## src/rtl/imem_loader.sv

```systemverilog
// Byte-serial boot loader: parses a framed stream (count, little-endian words,
// XOR checksum) and writes each assembled word into the instruction memory.
module imem_loader #(
  parameter int XLEN       = 32,
  parameter int ADDR_WIDTH = 6,
  parameter int MAX_WORDS  = 64
) (
  input  logic                  clk_i,
  input  logic                  rst_i,
  input  logic                  start_i,
  input  logic                  byte_valid_i,
  input  logic [7:0]            byte_data_i,
  output logic                  byte_ready_o,
  output logic                  im_we_o,
  output logic [ADDR_WIDTH-1:0] im_addr_o,
  output logic [XLEN-1:0]       im_wdata_o,
  output logic                  cpu_hold_o,
  output logic                  done_o,
  output logic                  err_o,
  output logic [7:0]            word_cnt_o
);

  typedef enum logic [2:0] {
    S_IDLE,
    S_HDR,
    S_DATA,
    S_CHK,
    S_DONE,
    S_ERR
  } state_e;

  localparam logic [7:0] MAX_LEN = 8'(MAX_WORDS);

  state_e                state_q,      state_d;
  logic [7:0]            n_q,          n_d;
  logic [1:0]            lane_q,       lane_d;
  logic [23:0]           asm_q,        asm_d;
  logic [7:0]            chk_q,        chk_d;
  logic [7:0]            word_cnt_q,   word_cnt_d;
  logic                  im_we_q,      im_we_d;
  logic [ADDR_WIDTH-1:0] im_addr_q,    im_addr_d;
  logic [XLEN-1:0]       im_wdata_q,   im_wdata_d;
  logic                  cpu_hold_q,   cpu_hold_d;
  logic                  done_q,       done_d;
  logic                  err_q,        err_d;
  logic                  byte_ready_q, byte_ready_d;

  logic       accept;
  logic [7:0] cnt_inc;

  assign accept  = byte_valid_i && byte_ready_q;
  assign cnt_inc = word_cnt_q + 8'd1;

  always_comb begin
    // NOTE: every next-state value gets a default up front so no path through
    // the case below leaves a variable unassigned (which would infer a latch).
    state_d    = state_q;
    n_d        = n_q;
    lane_d     = lane_q;
    asm_d      = asm_q;
    chk_d      = chk_q;
    word_cnt_d = word_cnt_q;
    im_we_d    = 1'b0;
    im_addr_d  = im_addr_q;
    im_wdata_d = im_wdata_q;
    cpu_hold_d = cpu_hold_q;
    done_d     = done_q;
    err_d      = err_q;

    unique case (state_q)
      S_IDLE, S_DONE, S_ERR: begin
        if (start_i) begin
          state_d    = S_HDR;
          done_d     = 1'b0;
          err_d      = 1'b0;
          word_cnt_d = 8'd0;
          lane_d     = 2'd0;
          chk_d      = 8'd0;
          cpu_hold_d = 1'b1;
        end
      end

      S_HDR: begin
        if (accept) begin
          if (byte_data_i == 8'd0 || byte_data_i > MAX_LEN) begin
            state_d = S_ERR;
            err_d   = 1'b1;
          end else begin
            n_d     = byte_data_i;
            chk_d   = byte_data_i;
            state_d = S_DATA;
          end
        end
      end

      S_DATA: begin
        if (accept) begin
          chk_d = chk_q ^ byte_data_i;
          unique case (lane_q)
            2'd0: asm_d[7:0]   = byte_data_i;
            2'd1: asm_d[15:8]  = byte_data_i;
            2'd2: asm_d[23:16] = byte_data_i;
            default: begin
              im_we_d    = 1'b1;
              im_addr_d  = word_cnt_q[ADDR_WIDTH-1:0];
              im_wdata_d = XLEN'({byte_data_i, asm_q});
              word_cnt_d = cnt_inc;
              if (cnt_inc == n_q) state_d = S_CHK;
            end
          endcase
          lane_d = lane_q + 2'd1;
        end
      end

      S_CHK: begin
        if (accept) begin
          if (byte_data_i == chk_q) begin
            state_d    = S_DONE;
            done_d     = 1'b1;
            cpu_hold_d = 1'b0;
          end else begin
            state_d = S_ERR;
            err_d   = 1'b1;
          end
        end
      end

      default: state_d = S_IDLE;
    endcase

    // Ready is registered against the next state so it is glitch-free.
    byte_ready_d = (state_d == S_HDR) || (state_d == S_DATA) || (state_d == S_CHK);
  end

  always_ff @(posedge clk_i) begin
    if (rst_i) begin
      // NOTE: state registers use non-blocking assignments so every flop
      // samples the pre-edge values regardless of statement order.
      state_q      <= S_IDLE;
      n_q          <= 8'd0;
      lane_q       <= 2'd0;
      asm_q        <= 24'd0;
      chk_q        <= 8'd0;
      word_cnt_q   <= 8'd0;
      im_we_q      <= 1'b0;
      im_addr_q    <= '0;
      im_wdata_q   <= '0;
      cpu_hold_q   <= 1'b0;
      done_q       <= 1'b0;
      err_q        <= 1'b0;
      byte_ready_q <= 1'b0;
    end else begin
      state_q      <= state_d;
      n_q          <= n_d;
      lane_q       <= lane_d;
      asm_q        <= asm_d;
      chk_q        <= chk_d;
      word_cnt_q   <= word_cnt_d;
      im_we_q      <= im_we_d;
      im_addr_q    <= im_addr_d;
      im_wdata_q   <= im_wdata_d;
      cpu_hold_q   <= cpu_hold_d;
      done_q       <= done_d;
      err_q        <= err_d;
      byte_ready_q <= byte_ready_d;
    end
  end

  assign byte_ready_o = byte_ready_q;
  assign im_we_o      = im_we_q;
  assign im_addr_o    = im_addr_q;
  assign im_wdata_o   = im_wdata_q;
  assign cpu_hold_o   = cpu_hold_q;
  assign done_o       = done_q;
  assign err_o        = err_q;
  assign word_cnt_o   = word_cnt_q;

endmodule

```

## config.mk

```make
export PLATFORM = sky130hd
export DESIGN_NAME = imem_loader
export DESIGN_NICKNAME = d
export VERILOG_FILES = /design/src/rtl/imem_loader.sv
export SDC_FILE = /design/constraint.sdc
export NUM_CORES = 1
export LEC_CHECK = 0
export CAP_MARGIN = 20
export CORE_ASPECT_RATIO = 1.4
export CORE_MARGIN = 2
export CORE_UTILIZATION = 54
export DETAILED_ROUTE_END_ITERATION = 10
export PLACE_DENSITY = 0.8
export SYNTH_ARGS = -nofsm -noshare
export SYNTH_HDL_FRONTEND = slang
export SYNTH_SLANG_ARGS = --single-unit
```

## constraint.sdc

```tcl
create_clock -name clk_i -period 2.8 [get_ports clk_i]
set_clock_uncertainty 0.2 [all_clocks]
set_input_delay 0.7 -clock clk_i [delete_from_list [all_inputs] [get_ports clk_i]]
set_output_delay 0.7 -clock clk_i [all_outputs]
set_load 0.005 [all_outputs]
```

==> out/metrics.csv <==
stage;metric;value;unit
die;coreArea;7650;sq um
timing;slew_violations;0;
global_route;grt_overflow;0;
layout;seqCellArea;1920;sq um
clock_tree;clock_path_buffers;2;
min_path;hp-class;reg -> reg;
clock_tree;ctsHoldBuffers;0;
placed_design;hpwl;7440;microns
timing;tightest_slew;0.548;ns
clock_tree;path_clk_slew;0.09;ns
logic_synthesis;ys_ff_latch;96;
worst_setup_path;worst-setup-path-type;in -> reg;
clock_tree;clockRootBuffer;clkbuf_8;
clock_tree;clkSinkCount;96;
global_route;antenna_found_initial;0;
worst_setup_path;critPathMaxFanout;13;
logic_synthesis;syn-instance-count;530;
clock_tree;ctsResizeCount;0;
die;start_util;55.1;%
drt;viasPerCell;5.59;
worst_setup_path;worst_r2r_startpoint;state_q[0]$_SDFF_PP0_;
layout;area_growth;24.0;%
drt;via_count;3930;
pwr;total_power;2.43;mW
logic_synthesis;syn_area;4220;sq um
drt;ant_nets;0;
clock_tree;cts_setup_buffers;0;
clock_tree;cts_tree;done;
min_path;holdPathStages;2;
worst_setup_path;r2r-end;asm_q[15]$_SDFFE_PP0P_;
global_route;first_global_vias;3776;
timing;setup_viol;0;
logic_synthesis;yosys_warnings;0;
global_route;grtUsageTotal;25.6;%
pwr;ir_drop;352;uV
layout;fin_util;68.3;%
worst_setup_path;r2r_setup_slack;0.59;ns
timing;clock.fmax;379;MHz
job;max-cap-violations;0;
die;num_rows;38;
layout;multi_input_area;2080;sq um
worst_setup_path;critical_path_required;2.84;ns
drt;drc_errors;0;
layout;drive_gt1_share;9.29;%
layout;antenna_cells_inserted;0;
layout;fillers;657;
pwr;power_density;464;nW/um^2
timing;rsz0062_at_grt;false;
global_route;grt_max_degree;49;
worst_setup_path;startpoint_type;input port;
worst_setup_path;crit_start;byte_data_i[4];
die;pin_count;63;
status;status;finished clean;
worst_setup_path;arrival;2.68;ns
logic_synthesis;syn_area_per_cell;7.95;sq um
timing;min_period_over_period;94.3;%
die;die_h;109;microns
logic_synthesis;syn-num-nets;547;
logic_synthesis;seq_area_frac_synth;45.6;%
timing;period_needed;2.64;ns
die;die_area;8540;sq um
drt;wire_per_inst;14.9;microns
layout;nets;615;
logic_synthesis;yosysUniqueCellTypes;42;
clock_tree;cts_buffers;9;
pwr;leakage;1.89;nW
placed_design;routabilityCongestion;0.882;
placed_design;port_buffers;62;
min_path;holdPathEnd;im_wdata_o[2]$_SDFFE_PP0P_;
worst_setup_path;reg2regPathDepth;6;
timing;hold_violations;0;
worst_setup_path;end_kind;flop;
clock_tree;insertion_delay;0.36;ns
drt;first_pass_iters;5;
clock_tree;htreeDepth;3;
die;fp.dieW;78.7;microns
global_route;grt_pass1_wl;17300;microns
drt;drt_iter0_markers;327;
min_path;worstHoldStart;asm_q[2]$_SDFFE_PP0P_;
timing;maxSlewHeadroom;63.5;%
drt;routed_wl;10500;microns
## metrics by stage
step | std cells | setup slack, ns | instance area [sq um] | setup TNS (ns) | hold slack (ns)
after floorplan | 530 | 0.351 | 4220 | 0 | 0.232
after detailed placement | 687 | -0.171 | 5040 | -1.77 | 0.244
final | 703 | 0.159 | 5230 | 0 | 0.254
after CTS | 703 | 0.184 | 5230 | 0 | 0.257
after global routing | 703 | 0.0534 | 5230 | 0 | 0.274
after global placement | 687 | -0.102 | 5040 | -0.970 | 0.239
## sequential cells by signal, summed over array words and instances (netlist names), 2 cells and up
register    cells
n_q             8
word_cnt_o      8
asm_q          24
lane_q          2
chk_q           8
im_addr_o       6
state_q         3
im_wdata_o     32
## cell type report
| class | count | area share (%) |
|---|---|---|
| multi-input combinational | 387 | 39.7 |
| sequential | 96 | 36.8 |
| timing repair buffer | 98 | 17.2 |
| clock buffer | 11 | 2.70 |
| tap | 100 | 2.39 |
| clock inverter | 5 | 0.790 |
| inverter | 6 | 0.431 |
## worst max-delay path, stage by stage
cell,delay (ns)
clkdlybuf4s50_1,0.53
nor4_4,0.28
a21o_1,0.18
a211o_1,0.41
buf_4,0.27
mux2i_1,0.23
nor2_1,0.06
## Yosys cell counts
| cell type | number | area share [%] |
|---|---|---|
| and3_1 | 4 | 0.59 |
| o211a_1 | 1 | 0.24 |
| nand2_1 | 110 | 9.8 |
| a21o_1 | 2 | 0.36 |
| and2_1 | 3 | 0.45 |
| mux2i_1 | 10 | 2.4 |
| a31oi_1 | 10 | 1.5 |
| ha_1 | 5 | 1.5 |
| mux2_2 | 1 | 0.27 |
| a211oi_1 | 2 | 0.36 |
| or3_1 | 3 | 0.45 |
| a211o_1 | 12 | 2.5 |
| dfxtp_1 | 96 | 46 |
| or4b_1 | 1 | 0.24 |
| nor2b_1 | 3 | 0.45 |
| xnor2_1 | 6 | 1.2 |
| nor3b_1 | 1 | 0.18 |
| buf_6 | 2 | 0.53 |
| inv_1 | 6 | 0.53 |
| nand3_2 | 1 | 0.24 |
| nor3_1 | 6 | 0.71 |
| o21ai_0 | 24 | 2.8 |
| nor2_1 | 45 | 4.0 |
| buf_12 | 1 | 0.47 |
| xor2_1 | 11 | 2.3 |
| buf_2 | 8 | 0.95 |
| clkbuf_1 | 28 | 2.5 |
| nor4_4 | 1 | 0.50 |
| o22ai_1 | 1 | 0.15 |
| o32ai_1 | 2 | 0.42 |
| a21oi_1 | 71 | 8.4 |
| o31a_1 | 1 | 0.21 |
| nand2b_1 | 3 | 0.45 |
| a32oi_1 | 1 | 0.21 |
| and3b_1 | 3 | 0.62 |
| buf_4 | 1 | 0.18 |
| buf_1 | 1 | 0.089 |
| nand3b_1 | 3 | 0.53 |
| nand3_1 | 33 | 3.9 |
| a311o_1 | 1 | 0.24 |
| nor4_1 | 4 | 0.59 |
| o21a_1 | 2 | 0.36 |
## worst max path at each step
stage | slack (ns) | depth (start not counted) | to
6_report | 0.16 | 7 | n_q[6]$_SDFFE_PP0P_
5_1_grt | 0.05 | 7 | n_q[4]$_SDFFE_PP0P_
4_1_cts | 0.18 | 7 | n_q[6]$_SDFFE_PP0P_
3_5_place_dp | -0.17 | 7 | n_q[1]$_SDFFE_PP0P_
3_3_place_gp | -0.10 | 7 | n_q[3]$_SDFFE_PP0P_
2_1_floorplan | 0.35 | 8 | chk_q[3]$_SDFFE_PP0P_
## where the power goes
| group | switching (mW) | internal (mW) |
|---|---|---|
| sequential | 0.0126 | 1.38 |
| combinational | 0.114 | 0.0831 |
| clock | 0.485 | 0.355 |
| total | 0.611 | 1.81 |
## cell families after synthesis
family	count (synthesis)	synth area share (%)
AO/OA/AOI/OAI	130	17.8
XOR/XNOR	17	3.53
adder cells (fa/ha/maj)	5	1.48
buffers and inverters	47	5.25
flip-flops	96	45.6
multiplexers	11	2.64
AND/OR/NAND/NOR	224	23.7
## layout by cell type, fill, tap and decap left out, drive strengths merged, types with 4 or more instances in the layout
cell,Yosys,routed
nor4,5,5
a31oi,10,10
clkbuf,28,11
buf,13,37
nor3,6,6
a211o,12,12
clkdlybuf4s50,0,61
mux2i,10,10
and3,4,4
nand3,34,34
dfxtp,96,96
ha,5,5
o21ai,24,24
nor2,45,45
xnor2,6,6
nand2,110,110
a21oi,71,71
xor2,11,11
inv,6,7
## routing by layer
metal / wire length (microns) / vias up / GRT usage [%]
li1: - / 1946 / -
met1: 4230 / 1835 / 29.6
met2: 5440 / 118 / 45.0
met3: 397 / 31 / 3.92
met4: 401 / 0 / 14.3
met5: 0 / - / 0
Power figures use the tool's default switching activity.
